==> src/rtl/game_display_driver.sv <==
// VGA raster generator and pin driver for the game core: produces the pixel
// strobe, counter-derived x/y/display_on, and colour/sync outputs kept aligned.
module game_display_driver #(
    parameter int clk_mhz       = 50,
    parameter int pixel_mhz     = 25,
    parameter int screen_width  = 640,
    parameter int screen_height = 480,
    parameter int h_front       = 16,
    parameter int h_sync        = 96,
    parameter int h_back        = 48,
    parameter int v_front       = 10,
    parameter int v_sync        = 2,
    parameter int v_back        = 33,
    parameter int rgb_width     = 3,
    parameter int rgb_latency   = 1,
    parameter int w_x           = $clog2(screen_width),
    parameter int w_y           = $clog2(screen_height)
) (
    input  logic                 clk,
    input  logic                 rst,
    output logic                 display_on,
    output logic [w_x-1:0]       x,
    output logic [w_y-1:0]       y,
    output logic                 pixel_en,
    output logic                 frame_start,
    input  logic [rgb_width-1:0] rgb,
    output logic                 vga_hsync,
    output logic                 vga_vsync,
    output logic [rgb_width-1:0] vga_rgb
);

    localparam int CLK_DIV = clk_mhz / pixel_mhz;
    localparam int H_TOTAL = screen_width + h_front + h_sync + h_back;
    localparam int V_TOTAL = screen_height + v_front + v_sync + v_back;
    localparam int W_DIV   = (CLK_DIV > 1) ? $clog2(CLK_DIV) : 1;
    localparam int W_H     = $clog2(H_TOTAL);
    localparam int W_V     = $clog2(V_TOTAL);

    localparam logic [W_DIV-1:0] DIV_LAST = W_DIV'(CLK_DIV - 1);
    localparam logic [W_H-1:0]   H_LAST   = W_H'(H_TOTAL - 1);
    localparam logic [W_V-1:0]   V_LAST   = W_V'(V_TOTAL - 1);
    localparam logic [W_H-1:0]   H_VIS    = W_H'(screen_width);
    localparam logic [W_V-1:0]   V_VIS    = W_V'(screen_height);
    localparam logic [W_H-1:0]   HS_BEG   = W_H'(screen_width + h_front);
    localparam logic [W_H-1:0]   HS_END   = W_H'(screen_width + h_front + h_sync);
    localparam logic [W_V-1:0]   VS_BEG   = W_V'(screen_height + v_front);
    localparam logic [W_V-1:0]   VS_END   = W_V'(screen_height + v_front + v_sync);

    // Stage layout: {display_on, hs_raw, vs_raw}; reset value is blank with syncs idle.
    localparam logic [2:0] STAGE_IDLE = 3'b011;

    logic [W_DIV-1:0] div_r;
    logic [W_H-1:0]   h_cnt_r;
    logic [W_V-1:0]   v_cnt_r;
    logic             h_wrap_s;
    logic             frame_wrap_s;
    logic             hs_raw_s;
    logic             vs_raw_s;
    logic [2:0]       raw_s;
    logic [2:0]       dly_s;

    assign pixel_en     = (div_r == DIV_LAST);
    assign h_wrap_s     = (h_cnt_r == H_LAST);
    assign frame_wrap_s = pixel_en && h_wrap_s && (v_cnt_r == V_LAST);

    // Clock divider producing the one-clk pixel strobe.
    always_ff @(posedge clk or posedge rst) begin
        if (rst) begin
            div_r <= {W_DIV{1'b0}};
        end else if (div_r == DIV_LAST) begin
            div_r <= {W_DIV{1'b0}};
        end else begin
            div_r <= div_r + W_DIV'(1);
        end
    end

    // Raster position counters, advanced only on the pixel strobe.
    always_ff @(posedge clk or posedge rst) begin
        if (rst) begin
            h_cnt_r <= {W_H{1'b0}};
            v_cnt_r <= {W_V{1'b0}};
        end else if (pixel_en) begin
            if (h_wrap_s) begin
                h_cnt_r <= {W_H{1'b0}};
                if (v_cnt_r == V_LAST) begin
                    v_cnt_r <= {W_V{1'b0}};
                end else begin
                    v_cnt_r <= v_cnt_r + W_V'(1);
                end
            end else begin
                h_cnt_r <= h_cnt_r + W_H'(1);
            end
        end
    end

    // Position decode presented to the game core.
    always_comb begin
        display_on = (h_cnt_r < H_VIS) && (v_cnt_r < V_VIS);
        if (display_on) begin
            x = h_cnt_r[w_x-1:0];
            y = v_cnt_r[w_y-1:0];
        end else begin
            x = {w_x{1'b0}};
            y = {w_y{1'b0}};
        end
        hs_raw_s = !((h_cnt_r >= HS_BEG) && (h_cnt_r < HS_END));
        vs_raw_s = !((v_cnt_r >= VS_BEG) && (v_cnt_r < VS_END));
        raw_s    = {display_on, hs_raw_s, vs_raw_s};
    end

    // Match the game core's colour latency so syncs and blanking line up with rgb.
    generate
        if (rgb_latency == 0) begin : g_bypass
            assign dly_s = raw_s;
        end else begin : g_pipe
            logic [2:0] pipe_r [rgb_latency];

            // Shift register of decoded timing, one stage per pixel strobe.
            always_ff @(posedge clk or posedge rst) begin
                if (rst) begin
                    for (int i = 0; i < rgb_latency; i++) begin
                        pipe_r[i] <= STAGE_IDLE;
                    end
                end else if (pixel_en) begin
                    pipe_r[0] <= raw_s;
                    for (int i = 1; i < rgb_latency; i++) begin
                        pipe_r[i] <= pipe_r[i-1];
                    end
                end
            end

            assign dly_s = pipe_r[rgb_latency-1];
        end
    endgenerate

    // Pin registers; colour is only trusted while the aligned display_on is set.
    always_ff @(posedge clk or posedge rst) begin
        if (rst) begin
            vga_hsync <= 1'b1;
            vga_vsync <= 1'b1;
            vga_rgb   <= {rgb_width{1'b0}};
        end else if (pixel_en) begin
            vga_hsync <= dly_s[1];
            vga_vsync <= dly_s[0];
            vga_rgb   <= dly_s[2] ? rgb : {rgb_width{1'b0}};
        end
    end

    // Frame pulse follows the strobe that wraps the raster back to the origin.
    always_ff @(posedge clk or posedge rst) begin
        if (rst) begin
            frame_start <= 1'b0;
        end else begin
            frame_start <= frame_wrap_s;
        end
    end

endmodule

==> config.mk <==
export PLATFORM = sky130hd
export DESIGN_NAME = game_display_driver
export DESIGN_NICKNAME = d
export VERILOG_FILES = /design/src/rtl/game_display_driver.sv
export SDC_FILE = /design/constraint.sdc
export NUM_CORES = 1
export LEC_CHECK = 0
export BUFFER_PORTS_ARGS = -buffer_cell sky130_fd_sc_hd__buf_2
export CORE_UTILIZATION = 58
export CTS_CLUSTER_SIZE = 10
export DETAILED_ROUTE_END_ITERATION = 10
export HOLD_SLACK_MARGIN = 0.02
export PLACE_DENSITY = 0.81
export REMOVE_ABC_BUFFERS = 1
export SLEW_MARGIN = 15
export SYNTH_ARGS = -nofsm -noshare
export SYNTH_HDL_FRONTEND = slang
export SYNTH_SLANG_ARGS = --single-unit
export TNS_END_PERCENT = 10
==> constraint.sdc <==
create_clock -name clk -period 5.2 [get_ports clk]
set_input_delay 1.56 -clock clk [delete_from_list [all_inputs] [get_ports clk]]
set_output_delay 1.56 -clock clk [all_outputs]
set_load 0.03 [all_outputs]
==> results of run 1 <==
[worst max-delay path, stage by stage, from the launching register on]
cell	delay [ns]
dfrtp_1	0.42
and3_1	0.22
and2_1	0.22
nor3_2	0.66
and2_2	0.26
buf_2	0.19
[cells by family (layout without fill, tap and decap cells)]
family	count (synthesis)	after routing	synth area share
compound gates	14	14	0.05827
xor+xnor	13	13	0.07165
fa+ha+maj	4	4	0.03150
buf+inv	17	48	0.04645
flops	30	30	0.4756
mux	5	5	0.03464
simple gates	71	71	0.2819
[cell usage in the layout (no fill, tap or decap), drive strengths merged]
| cell type | n |
|---|---|
| a21oi | 2 |
| a22o | 1 |
| a41oi | 1 |
| and2 | 17 |
| and3 | 5 |
| and4 | 3 |
| and4b | 1 |
| buf | 31 |
| clkbuf | 7 |
| clkinv | 1 |
| dfrtp | 26 |
| dfstp | 4 |
| ha | 4 |
| inv | 9 |
| mux2 | 4 |
| mux2i | 1 |
| nand2 | 6 |
| nand3 | 9 |
| nand4 | 7 |
| nand4b | 1 |
| nor2 | 10 |
| nor3 | 3 |
| nor4 | 5 |
| nor4b | 1 |
| o21a | 1 |
| o21ai | 7 |
| o31ai | 1 |
| o32a | 1 |
| or3 | 1 |
| or4 | 2 |
| xnor2 | 8 |
| xor2 | 5 |
[registers in the layout, summed over array words and instances (netlist names)]
| name | count |
|---|---|
| pixel_en | 1 |
| dly_s | 3 |
| frame_start | 1 |
| v_cnt_r | 10 |
| vga_rgb | 3 |
| vga_vsync | 1 |
| h_cnt_r | 10 |
| vga_hsync | 1 |
[cell type report]
class	instances	area (um^2)
multi-input combinational	107	759.5
sequential	30	755.7
fill	194	720.7
timing repair buffer	31	155.1
clock buffer	7	55.05
tap	30	37.54
inverter	9	33.78
clock inverter	1	5.005
[metal layers]
metal	vias to the layer above	part of all wire
met4	0	0.014
met3	5	0.063
met5	-	0
li1	595	-
met2	46	0.47
met1	584	0.45
[power groups by stage]
stage | registers [W] | logic, W | clock network [W]
after floorplan | 0.000242 | 0.00000475 | 0
after global placement | 0.000239 | 0.0000110 | 0
after detailed placement | 0.000240 | 0.0000113 | 0
after CTS | 0.000235 | 0.0000114 | 0.000146
after global routing | 0.000235 | 0.0000127 | 0.000155
final | 0.000235 | 0.0000110 | 0.000141
[through the flow]
step	util	power (W)	instances
floorplan	-	0.0002467	146
global placement	0.6905	0.0002504	207
CTS	0.7143	0.0003928	215
global route	0.7143	0.0004036	215
finish	0.7143	0.0003875	215
detailed placement	0.6905	0.0002509	207
[final timing paths]
| path | from | endpoint | slack, ns | cells after the start |
|---|---|---|---|---|
| setup / recovery | v_cnt_r[7]$_DFFE_PP0P_ | x[3] | 1.35 | 5 |
| hold / removal | dly_s[1]$_DFFE_PP1P_ | dly_s[1]$_DFFE_PP1P_ | 0.52 | 1 |
| setup reg to reg | pixel_en$_DFF_PP0_ | v_cnt_r[9]$_DFFE_PP0P_ | 3.04 | 4 |
| hold reg to reg | dly_s[1]$_DFFE_PP1P_ | dly_s[1]$_DFFE_PP1P_ | 0.52 | 1 |
| max in group asynchronous | rst | v_cnt_r[7]$_DFFE_PP0P_ | 3.51 | 2 |
| min in group asynchronous | rst | pixel_en$_DFF_PP0_ | 1.29 | 2 |
==> summary.txt, run 1 <==
Critical path
  • Critical Path RT: approximately 3.6 ns
  • Worst Path Max Fanout: 17
  • WS Path Type: flip-flop to output pin
  • Worst EP arrival: 2.29 ns
  • Critical Path Source Type: flip-flop
  • CP endpoint kind: output pin

GRT
  • Largest net degree at the start of global routing: 31
  • First-pass GRT wire length: 4781 um
  • Met3 Use GR: 0.08333
  • Most Crowded Layer GR: met2
  • Routing usage on met1: 0.2847
  • GRT met2 Usage: 0.3801
  • Gr usage total: 0.2355
  • Total grt overflow: 0
  • Vias in the first global route: 1095
  • Initial antenna violation count: 0

Synth
  • Mean area per synthesized cell: approximately 10 um^2
  • EDFF count, synth: 0
  • Post-synth ARST share: 1.000
  • Synth top cells by count: 26 x dfrtp_1, 16 x and2_1, 9 x inv_1, 9 x nor2_1
  • Mapped cell area: 1589 um^2
  • Proportion of synthesized chip area in sequential cells: 0.4756
  • Synth top area share: 0.4094
  • Top FF cell, synth: dfrtp_1
  • Yosys cell types: 39
  • Syn Inst Count: ~150
  • Yosys warning total: 0
  • Synth top area cells: dfrtp_1 41%, dfstp_2 6.6%, and2_1 6.3%
  • Most frequent cell after synthesis: dfrtp_1
  • Post-synth top area cell: dfrtp_1
  • Yosys reg bits: 30

Floorplanning
  • Die Y: 54.34 um
  • Rows: 18
  • Initial Util: 0.6300
  • Die area: 2953 um^2
  • # IOs: 32
  • Die width: 54.34 um
  • Core area: roughly 2500 um^2

Detailed routing
  • Antenna viol nets, final: 0
  • Vias/cell: 5.721
  • DRC Markers: 0
  • Iter 0 DRT Violations: 13
  • Final wirelength: 3005 um
  • TritonRoute pass-1 iters: 4
  • Via count: between 1000 and 1500
  • Drt wl/cell: 13.98 um

STA
  • Fin Hold WS: 0.5242 ns
  • Setup tns final: 0 ns
  • Worst setup margin: 1.352 ns
  • Max Transition Viols Final: 0
  • Least-Margin Pin Slew: 0.7832 ns
  • Setup violators final: 0
  • RSZ-0062 raised after global routing: no
  • Final hold violation count: 0
  • Setup Skew: 0.004244 ns
  • Fmax: approximately 260 MHz
  • Tcrit/Tclk final: 0.7400
  • Worst slew margin: 0.4750
  • Minimum clock period: around 3.8 ns

Job
  • Max Cap Violations: 0

Power
  • P_int: 0.0003026 W
  • Switching Share: 0.2191
  • Worst vdd ir: 247.7 uV
  • Leakage: 0.8840 nW
  • Flop pwr share: 0.606
  • Combinational share of power: 0.028
  • PD cells: 215.0 nW/um^2
  • P_sw: 0.00008488 W
  • Clock Power Share: 0.365

Place
  • Port Buffer Count: 31
  • Dpl ws: 1.689 ns
  • Placer congestion estimate: roughly 0.81
  • Placed inst area: 1742 um^2
  • Dpl hpwl: 2127 um

Clock tree
  • CTS buffer count: 5
  • Resize count post-CTS: 0
  • TritonCTS clock tree: done
  • Num Clock Sinks: 30
  • CTS root buf: clkbuf_4
  • H-tree Lvls: 2
  • Clock latency at the later pin of the worst-skew pair: about 0.32 ns
  • Clk pin slew, worst setup/hold paths: 0.09 ns
  • Post-CTS Setup Bufs: 0
  • Hold_buf cts: 0
  • Longest Clk Path Bufs: 2

Layout
  • N_diodes: 0
  • P&R area growth vs syn: 13.39%
  • Design Area, Final: 1802 um^2
  • Final nets: 193
  • Layout cells sized above 1: 0.2973

Status
  • Result of the run: completed

Hold path
  • Worst min-delay path class: flip-flop to flip-flop
Note: power is estimated with default switching activity, not from simulation.
==> run 2, diff against run 1 <==
Settings changed: CORE_UTILIZATION 58 to 54, PLACE_DENSITY 0.81 to 0.76.
Clock period 5.2 ns to 3.83 ns, I/O delays scaled along.
==> summary.txt, run 2 (synthesized netlist as in run 1, its figures left out) <==
Status
  • Result of the run: completed

STA
  • Setup Skew: about 0.006 ns
  • Fmax: 289.8 MHz
  • Setup tns final: 0 ns
  • Worst slew margin: 0.4777
  • Max Transition Viols Final: 0
  • RSZ-0062 raised after global routing: no
  • Minimum clock period: 3.451 ns
  • Least-Margin Pin Slew: 0.7792 ns
  • Worst setup margin: approximately 0.38 ns
  • Setup violators final: 0
  • Final hold violation count: 0
  • Tcrit/Tclk final: 0.9010

Power
  • P_int: 0.0004084 W
  • Leakage: between 0.8 and 0.9 nW
  • Clock Power Share: 0.365
  • P_sw: 0.0001174 W
  • PD cells: 291.2 nW/um^2
  • Switching Share: 0.2232
  • Worst vdd ir: approximately 250 uV
  • Flop pwr share: 0.607
  • Final Total Pwr: about 0.00053 W
  • Combinational share of power: 0.028

Clock tree
  • Clock latency at the later pin of the worst-skew pair: between 0.3 and 0.4 ns
  • Resize count post-CTS: 0
  • Hold_buf cts: 0
  • CTS buffer count: 5
  • Post-CTS Setup Bufs: 0
  • H-tree Lvls: 2
  • CTS root buf: clkbuf_4
  • Num Clock Sinks: 30
  • Clk pin slew, worst setup/hold paths: 0.09 ns
  • Longest Clk Path Bufs: 2
  • TritonCTS clock tree: done

Detailed routing
  • Iter 0 DRT Violations: 36
  • Antenna viol nets, final: 0
  • DRC Markers: 0
  • Drt wl/cell: 14.91 um
  • Final wirelength: 3220 um
  • Via count: 1246
  • TritonRoute pass-1 iters: 4
  • Vias/cell: 5.769

Critical path
  • Slowest-stage cell, CP: nor3_2
  • Worst-path cell chain: and3_1 -> and2_1 -> nor3_2 -> and2_2 -> buf_2
  • Crit-path max cell delay: 0.65 ns
  • CP top delay family: simple AND/OR/NAND/NOR gates
  • Critical Path RT: 2.68 ns
  • Critical Path Source Type: flip-flop
  • WS Path Type: flip-flop to output pin
  • Critical path buffers and inverters: 1
  • Worst EP arrival: between 2 and 2.5 ns
  • Worst Path Max Fanout: 17
  • CP endpoint kind: output pin

Job
  • Max Cap Violations: 0

Place
  • Port Buffer Count: 31
  • Placer congestion estimate: 0.8363
  • Dpl ws: 0.7050 ns
  • Dpl hpwl: 2326 um

Floorplanning
  • Die Y: 56.25 um
  • Die width: 56.25 um
  • Initial Util: 0.5713
  • Core area: 2781 um^2
  • # IOs: 32
  • Rows: 19
  • Die area: 3164 um^2

Hold path
  • Worst min-delay path class: flip-flop to flip-flop

Layout
  • FILL cells: 243
  • N_diodes: 0
  • Commonest cells after routing, fill and taps aside: 31 x buf_2, 26 x dfrtp_1, 16 x and2_1
  • Most common cell after layout, fill and taps aside: buf_2
  • Layout cells sized above 1: 0.2973
  • Final nets: 194
  • P&R area growth vs syn: 13.62%
  • Largest regs: h_cnt_r (10), v_cnt_r (10)
  • Util after Layout: 0.6491

GRT
  • Gr usage total: 0.2373
  • Initial antenna violation count: 0
  • Largest net degree at the start of global routing: 31
  • Total grt overflow: 0
  • Vias in the first global route: 1212
  • First-pass GRT wire length: 5499 um
run 2: cell types whose count changed in the layout (fill, tap and decap cells not counted):
cell	delta
buf_4	+1
clkinv_2	-1
run 2: layout make-up:
class / instances / area, um^2 / area share
well taps: 31 / 38.79 / 0.02148
inverters: 9 / 33.78 / 0.01871
flip-flops and latches: 30 / 755.7 / 0.4186
multi-input cells: 107 / 759.5 / 0.4207
clock buffers: 7 / 55.05 / 0.03049
repair buffers: 32 / 162.7 / 0.09009
run 2: worst paths after layout:
kind / startpoint / slack, ns / to / cells after the start
max in group asynchronous: rst / 2.57 / h_cnt_r[3]$_DFFE_PP0P_ / 2
min in group asynchronous: rst / 0.86 / v_cnt_r[3]$_DFFE_PP0P_ / 2
hold reg to reg: v_cnt_r[7]$_DFFE_PP0P_ / 0.51 / v_cnt_r[7]$_DFFE_PP0P_ / 1
setup reg to reg: pixel_en$_DFF_PP0_ / 1.77 / v_cnt_r[9]$_DFFE_PP0P_ / 5
hold / removal: v_cnt_r[7]$_DFFE_PP0P_ / 0.51 / v_cnt_r[7]$_DFFE_PP0P_ / 1
setup / recovery: v_cnt_r[5]$_DFFE_PP0P_ / 0.38 / x[3] / 5
run 2: through the flow:
step,instances,hold WS [ns],instance area [um^2]
CTS,216,0.5127,1805
finish,216,0.5084,1805
floorplan,146,0.4613,1549
detailed placement,209,0.5013,1750
global route,216,0.5277,1805
global placement,209,0.4783,1750
run 2: layer usage:
metal | global-route usage | up-vias | share of wire
li1 | - | 602 | -
met1 | 0.2897 | 597 | 0.45
met2 | 0.3741 | 39 | 0.47
met3 | 0.06279 | 8 | 0.057
met4 | 0.1463 | 0 | 0.023
met5 | 0 | - | 0
run 2: power by group through the flow:
stage                     Combinational, W  Clock, W  Sequential [W]
after floorplan                 0.00000645         0        0.000328
after global placement           0.0000150         0        0.000325
after detailed placement         0.0000156         0        0.000325
after CTS                        0.0000155  0.000198        0.000319
after global routing             0.0000178  0.000206        0.000319
final                            0.0000149  0.000192        0.000319
